--- config.mk ---
export PLATFORM = sky130hd
export DESIGN_NAME = i2c_reg_access
export DESIGN_NICKNAME = d
export VERILOG_FILES = /design/src/rtl/i2c_pkg.sv /design/src/rtl/i2c_reg_access.sv
export SDC_FILE = /design/constraint.sdc
export NUM_CORES = 1
export LEC_CHECK = 0
export ABC_CLOCK_PERIOD_IN_PS = 2200
export BUFFER_PORTS_ARGS = -buffer_cell sky130_fd_sc_hd__buf_2
export CORE_MARGIN = 3
export CORE_UTILIZATION = 55
export CTS_CLUSTER_DIAMETER = 100
export DETAILED_ROUTE_END_ITERATION = 7
export HOLD_SLACK_MARGIN = 0.1
export PLACE_DENSITY_LB_ADDON = 0.05
export SLEW_MARGIN = 5
export SYNTH_ARGS = -nofsm -noshare
export SYNTH_HDL_FRONTEND = slang
export SYNTH_SLANG_ARGS = --single-unit
--- constraint.sdc ---
create_clock -name clk -period 2.2 [get_ports clk]
set_input_delay 0.11 -clock clk [delete_from_list [all_inputs] [get_ports clk]]
set_output_delay 0.11 -clock clk [all_outputs]
set_load 0.01 [all_outputs]
--- src/rtl/i2c_pkg.sv ---
// i2c_pkg: state encoding and constants shared by the I2C register sequencer and its users.
package i2c_pkg;
  typedef enum logic [1:0] {
    S_IDLE = 2'd0,
    S_REG  = 2'd1,
    S_DATA = 2'd2,
    S_END  = 2'd3
  } state_e;
  localparam logic RW_WRITE = 1'b0;
  localparam logic RW_READ = 1'b1;
  localparam logic [6:0] ADV7513_ADDR = 7'h39;
  localparam logic [7:0] REG_HPD_STATUS = 8'h42;
  localparam logic [7:0] REG_INT_STATUS = 8'h96;
endpackage

--- src/rtl/i2c_reg_access.sv ---
// i2c_reg_access: sequences one register write or read into i2c_master ena/busy commands,
// with NACK reporting and a watchdog on silent busy.
module i2c_reg_access
  import i2c_pkg::*;
#(
  parameter logic [23:0] BUSY_TIMEOUT = 24'd2_000_000
) (
  input  logic       clk,
  input  logic       reset,
  input  logic [6:0] chip_addr,
  input  logic [7:0] reg_addr,
  input  logic [7:0] value,
  input  logic       rw,
  input  logic       enable,
  output logic       done,
  output logic [7:0] rd_data,
  output logic       ack_error,
  output logic       timeout,
  input  logic       i2c_busy,
  input  logic       i2c_ack_error,
  input  logic [7:0] i2c_data_rd,
  output logic       i2c_ena,
  output logic [6:0] i2c_addr,
  output logic       i2c_rw,
  output logic [7:0] i2c_data_wr
);
  state_e      state_q, state_d;
  logic        busy_q, done_q, done_d, rw_q, rw_d;
  logic [7:0]  value_q, value_d, rd_data_q, rd_data_d;
  logic [23:0] timer_q, timer_d;
  logic        ack_error_q, ack_error_d, timeout_q, timeout_d;
  logic        ena_q, ena_d, i2c_rw_q, i2c_rw_d;
  logic [6:0]  addr_q, addr_d;
  logic [7:0]  data_wr_q, data_wr_d;
  logic        rise, fall, accept, abort;
  assign rise   = i2c_busy & ~busy_q;
  assign fall   = ~i2c_busy & busy_q;
  assign accept = (state_q == S_IDLE) & enable & done_q;
  // An edge this cycle restarts the watchdog, so it never aborts on the same cycle
  assign abort  = (state_q != S_IDLE) & ~(rise | fall) & (timer_q == BUSY_TIMEOUT - 24'd1);
  always_comb begin
    state_d     = state_q;
    rw_d        = rw_q;
    value_d     = value_q;
    rd_data_d   = rd_data_q;
    ena_d       = ena_q;
    addr_d      = addr_q;
    i2c_rw_d    = i2c_rw_q;
    data_wr_d   = data_wr_q;
    done_d      = (state_q == S_IDLE) & ~busy_q;
    ack_error_d = accept ? 1'b0 : ack_error_q | ((state_q != S_IDLE) & i2c_ack_error);
    timeout_d   = accept ? 1'b0 : timeout_q;
    timer_d     = accept ? '0 : (state_q == S_IDLE) ? timer_q : (rise | fall) ? '0 : timer_q + 24'd1;
    case (state_q)
      S_IDLE: if (accept) begin
        state_d   = S_REG;
        rw_d      = rw;
        value_d   = value;
        ena_d     = 1'b1;
        addr_d    = chip_addr;
        i2c_rw_d  = RW_WRITE;
        data_wr_d = reg_addr;
      end
      S_REG: if (rise) begin
        state_d   = S_DATA;
        i2c_rw_d  = rw_q;
        data_wr_d = (rw_q == RW_READ) ? data_wr_q : value_q;
      end
      S_DATA: if (rise) begin
        state_d = S_END;
        ena_d   = 1'b0;
      end
      S_END: if (fall) begin
        state_d   = S_IDLE;
        rd_data_d = (rw_q == RW_READ && !ack_error_d) ? i2c_data_rd : rd_data_q;
      end
      default: begin
        state_d = S_IDLE;
        ena_d   = 1'b0;
      end
    endcase
    if (abort) begin
      state_d     = S_IDLE;
      ena_d       = 1'b0;
      timeout_d   = 1'b1;
      ack_error_d = 1'b1;
    end
  end
  always_ff @(posedge clk or negedge reset) begin
    if (!reset) begin
      state_q     <= S_IDLE;
      busy_q      <= 1'b0;
      done_q      <= 1'b1;
      rw_q        <= 1'b0;
      value_q     <= '0;
      rd_data_q   <= '0;
      timer_q     <= '0;
      ack_error_q <= 1'b0;
      timeout_q   <= 1'b0;
      ena_q       <= 1'b0;
      addr_q      <= '0;
      i2c_rw_q    <= 1'b0;
      data_wr_q   <= '0;
    end else begin
      state_q     <= state_d;
      busy_q      <= i2c_busy;
      done_q      <= done_d;
      rw_q        <= rw_d;
      value_q     <= value_d;
      rd_data_q   <= rd_data_d;
      timer_q     <= timer_d;
      ack_error_q <= ack_error_d;
      timeout_q   <= timeout_d;
      ena_q       <= ena_d;
      addr_q      <= addr_d;
      i2c_rw_q    <= i2c_rw_d;
      data_wr_q   <= data_wr_d;
    end
  end
  assign done        = done_q;
  assign rd_data     = rd_data_q;
  assign ack_error   = ack_error_q;
  assign timeout     = timeout_q;
  assign i2c_ena     = ena_q;
  assign i2c_addr    = addr_q;
  assign i2c_rw      = i2c_rw_q;
  assign i2c_data_wr = data_wr_q;
endmodule

**After elaboration in Yosys (flattened, before gate mapping)**

Cells that the tools add are included.

- Output and inout port bits: 28
- Logic and storage cells: 74
- Register bits: 64
- Input port bits: 37

- Reductions and logical operators: 13
- Bitwise operators: 13
- Add/subtract/negate cells: 1
- Eq/ne operators: 11
- Multiplexer cells: 23

Operators with widths:

| kind | count |
|---|---|
| two-way mux 24 bit | 3 |
| adder 24 x 1 -> 24 bit, second input constant | 1 |
| == test 24 x 21 -> 1 bit, second input constant | 1 |
| two-way mux 8 bit | 3 |
| case mux 8 bit (2 select lines) | 1 |
| inequality test 3 bit, second input constant | 4 |
| two-way mux 2 bit | 5 |
| AND reduction 3 bit | 3 |
| AND 1 bit | 8 |
| two-way mux 1 bit | 8 |
| case mux 2 bit (4 select lines) | 1 |
| AND reduction 4 bit | 2 |
| inequality test 2 bit, second input constant | 3 |
| nonzero test 2 bit | 3 |
| == test 2 bit, second input constant | 2 |
| case mux 1 bit (2 select lines) | 2 |
| inverter 1 bit | 3 |
| nonzero test 3 bit | 1 |
| == test 2 x 1 -> 1 bit, second input constant | 1 |
| zero test 2 bit | 1 |
| OR 1 bit | 2 |
| AND reduction 2 bit | 1 |
| logical AND 1 bit | 1 |
| zero test 1 bit | 1 |

**Longest topological paths before layout**

- Depth after elaboration: 8
- Gate-level depth with buffers: 8
- Depth with buffers taken out: 6

**Worst setup path after synthesis**

Ideal clock, no wire load.

- Path kind: reg-to-reg
- Start point: register state_q[0]
- End point: register data_wr_q[6], in the netlist i2c_data_wr[6]
- Library setup time: 137 ps
- Path buffers: 2
- Data required time: 2063 ps
- Period minus slack after synthesis: 1871 ps
- Arrival time: 1734 ps
- Stages on the path, launching flop included: 9
- Slack: 329 ps
- Cell sequence: dfrtp_1 > inv_1 > ha_1 > buf_2 > a21boi_1 > a21oi_1 > clkbuf_1 > nor2_1 > a21oi_1

- Longest elaborated chain between the ends: 5
- Elaborated cells on any way between the ends: 10
- Classes of those cells: 4 x eq/ne; 1 x mux; 2 x bitwise; 3 x reduce/logical

RTL lines:

| item | line | text |
|---|---|---|
| from (decl) | i2c_reg_access.sv:27 | `state_e state_q, state_d;` |
| from (signal assigned) | i2c_reg_access.sv:105 | `state_q <= state_d;` |
| zero test 2 bit | i2c_reg_access.sv:38, i2c_reg_access.sv:54 |  |
| AND 1 bit (2 in a row) | i2c_reg_access.sv:38 | `assign accept = (state_q == S_IDLE) & enable & done_q;` |
| inequality test 2 bit (no source line) | n/a |  |
| AND reduction 4 bit (no source line) | n/a |  |
| to (signal assigned) | i2c_reg_access.sv:117 | `data_wr_q <= data_wr_d;` |
| to (decl) | i2c_reg_access.sv:34 | `logic [7:0] data_wr_q, data_wr_d;` |

Parallel ways exist; a longest one is shown, timed or not.
A chain may end at the register's enable or synchronous reset.

**Final worst setup path**

- Start point: register state_q[0]
- End point: register state_q[0]

- Longest elaborated chain between the ends: 5
- Elaborated cells on any way between the ends: 16
- Classes of those cells: 7 x eq/ne; 2 x mux; 4 x bitwise; 3 x reduce/logical

RTL lines:

| item | line |
|---|---|
| zero test 2 bit / nonzero test 2 bit (equally long branches) | i2c_reg_access.sv:38, i2c_reg_access.sv:54, i2c_reg_access.sv:40 |
| AND 1 bit (on tied branches) (2 in a row) | i2c_reg_access.sv:38, i2c_reg_access.sv:40 |
| inequality test 3 bit (no source line) | n/a |
| AND reduction 4 bit (no source line) | n/a |

Parallel ways exist; a longest one is shown, timed or not.

==> results.cfg <==
[layout]
drive_gt1_frac = 0.325
nets = 452
register_area_um2 = 1600
synthToLayoutAreaGrowth_pct = 31.5
fin_area_um2 = 4200
multiInputGateArea_um2 = 1510
fillerInstances = 383

[power]
power.total_w = 0.00413
p_sw_frac = 0.356
p_leak_nw = 2.00
p_sw_w = 0.00147
p_per_area_nw_per_um2 = 983
vdd_ir_drop_max_v = 0.000799
p_clk_frac = 0.247
combPwrFrac = 0.353
internal_power_w = 0.00266
seq_power_share = 0.400

[drt]
wl_per_cell_um = 17.3
ant_nets = 0
drc_errors = 0
dr.pass1.iters = 5
vias = 2867
finalWirelength_um = 8390
drt-initial-drc-count = 212
vias_per_cell = 5.91

[synthesis]
synthArstFlopShare = 1.00
synth.distinct_cells = 56
synthTopCellsByCount = dfrtp_1, mux2_2, nand2_1, o21ai_0
ys_seq_area_frac = 0.502
yosys.area.top_type = dfrtp_1
ys.flop_type = dfrtp_1
ys_ff_latch = 64
syn_avg_cell_area_um2 = 10.7
synth_edf_count = 0
synth_area_leaders = dfrtp_1, mux2_2, o21ai_0, ha_1, mux2i_1
synth_nets = 343
ys_warn_count = 0
yosysMostFrequentCell = dfrtp_1
syn-instance-count = 298
synth_area_um2 = 3190
yosysTopAreaCellShare = 0.494

[placed_design]
port_buffers = 64
pre_cts_slack_ns = -0.0235
dpl_cell_area_um2 = 3650
dp_hpwl_um = 5150
routabilityCongestion = 0.883

[global_route]
grt_max_degree = 26
grt_pass1_vias = 2779
grt_overflow = 0
grtUsageTotal = 0.266
grt_pass1_wl_um = 13400
antenna_found_initial = 0

[clocking]
cts_sinks = 64
clkLatencyLatePin_ns = 0.34
cts_buffers = 9
cts-root-buf = clkbuf_8
htree_levels = 3
path_clk_slew_ns = 0.07
cts_buffer_depth = 2
cts_tree = yes
post_cts_buffers = 0

[timing]
fmax_ghz = 0.484
min_period_over_period = 0.939
fin_ws_ns = 0.134
maxSlewViolCount = 0
min_period_ns = 2.07
hold_viol_final = 0
worst_pin_slew_ns = 0.639
grt_setup_unrepaired = no
setup_viol = 0
fin_skew_ns = 0.00820
hold_ws_ns = 0.106
relSlewSlack = 0.574

[setup_path]
crit_fanout = 10
cp_num_buf_inv = 1
cp.arrival_ns = 2.27
worstSetupPathType = reg2reg
cp_cell_sequence = inv_1, ha_1, a21bo_1, o221ai_1, nor3_1, a211oi_1
end_kind = register
crit_path_start_kind = register
critical_path_required_ns = 2.41
cp_slowest_cell = dfrtp_1
cpLargestDelayFamily = compound AO/OA/AOI/OAI gates
max_stage_delay_ns = 0.41

[floorplanning]
ios = 65
rows = 27
core_um2 = 5570
dieArea_um2 = 6750
initial_core_util = 0.572
die_height_um = 82.2
die_w_um = 82.2

[worst_hold_path]
hp-class = in2reg

[run]
maxCapViolations = 0

[status]
status = completed
[cell usage in the layout, fill, tap and decap left out, types with 13 or more instances in the layout]
master         synthesis  routed
nand3_1               14      14
dlygate4sd3_1          0      33
mux2_2                24      24
buf_2                  2      64
buf_4                  0      14
a21oi_1               14      13
nand2_1               22      22
o21ai_0               22      22
nor2_1                14      14
dfrtp_1               63      63
[through the flow]
stage          std cells  TNS, ns   util
4_1_cts              484        0  0.751
3_3_place_gp         435        0  0.655
3_5_place_dp         435  -0.0322  0.655
2_1_floorplan        298        0      -
6_report             485        0  0.753
5_1_grt              484        0  0.752
[flip-flops by register name (all words and copies together) (netlist names)]
| signal | flops |
|---|---|
| busy_q | 1 |
| done | 1 |
| i2c_rw | 1 |
| rw_q | 1 |
| state_q | 2 |
| value_q | 8 |
| rd_data | 8 |
| i2c_ena | 1 |
| timeout | 1 |
| i2c_addr | 7 |
| i2c_data_wr | 8 |
| ack_error | 1 |
| timer_q | 24 |
[routing by layer]
metal  track usage  routed length [um]  vias to the layer above
li1              -                   -                     1337
met1         0.326                3330                     1410
met2         0.453                4410                      103
met3        0.0705                 507                       17
met4        0.0914                 137                        0
met5             0                   0                        -
[worst reg2reg max path, stage by stage, from the launching register on]
cell,delay (ns)
dfrtp_1,0.41
inv_1,0.14
ha_1,0.38
a21bo_1,0.37
o221ai_1,0.20
nor3_1,0.11
a211oi_1,0.34
[final timing paths]
path                                             start                         end  slack, ns  cells after the start
min in group asynchronous                        reset     timer_q[19]$_DFFE_PN0N_       0.24                      2
worst max-delay path            state_q[0]$_DFFE_PN0P_      state_q[0]$_DFFE_PN0P_       0.13                      6
worst max register to register  state_q[0]$_DFFE_PN0P_      state_q[0]$_DFFE_PN0P_       0.13                      6
worst min-delay path                       reg_addr[2]  i2c_data_wr[2]$_DFFE_PN0P_       0.11                      3
max in group asynchronous                        reset              done$_DFF_PN1_       1.27                      3
worst min register to register        busy_q$_DFF_PN0_              done$_DFF_PN1_       0.45                      1
[timing repair]
action,in CTS,in global routing
endpoints found under the setup margin,3,3
endpoints found under the hold margin,48,0
hold buffers,33,0
pin swaps,0,0
resized for setup,1,2
[logic make-up (layout without fill, tap and decap cells)]
family                   after synthesis  after routing  share of synthesized area
multiplexers                          34             34                      0.116
other                                  0              1                          0
XOR/XNOR                               1              1                    0.00275
AND/OR/NAND/NOR                       92             92                      0.162
buffers and inverters                 22            136                     0.0271
flip-flops                            64             64                      0.502
AO/OA/AOI/OAI                         77             77                      0.158
adder cells (fa/ha/maj)                8              8                     0.0314
[final cells by class]
| type | instances | share of cell area |
|---|---|---|
| diodes | 1 | 0.000596 |
| clock buffers | 11 | 0.0337 |
| clock inverters | 5 | 0.0134 |
| inverters | 9 | 0.00805 |
| multi-input cells | 212 | 0.361 |
| flip-flops and latches | 64 | 0.382 |
| well taps | 72 | 0.0215 |
| repair buffers | 111 | 0.180 |
[power groups by stage]
stage / combinational [W] / clock (W) / sequential [W]
after global placement: 0.00131 / 0 / 0.00164
after CTS: 0.00143 / 0.00103 / 0.00164
after detailed placement: 0.00137 / 0 / 0.00166
final: 0.00146 / 0.00102 / 0.00165
after global routing: 0.00161 / 0.00108 / 0.00168
after floorplan: 0.000827 / 0 / 0.00170
Power figures use the tool's default switching activity.
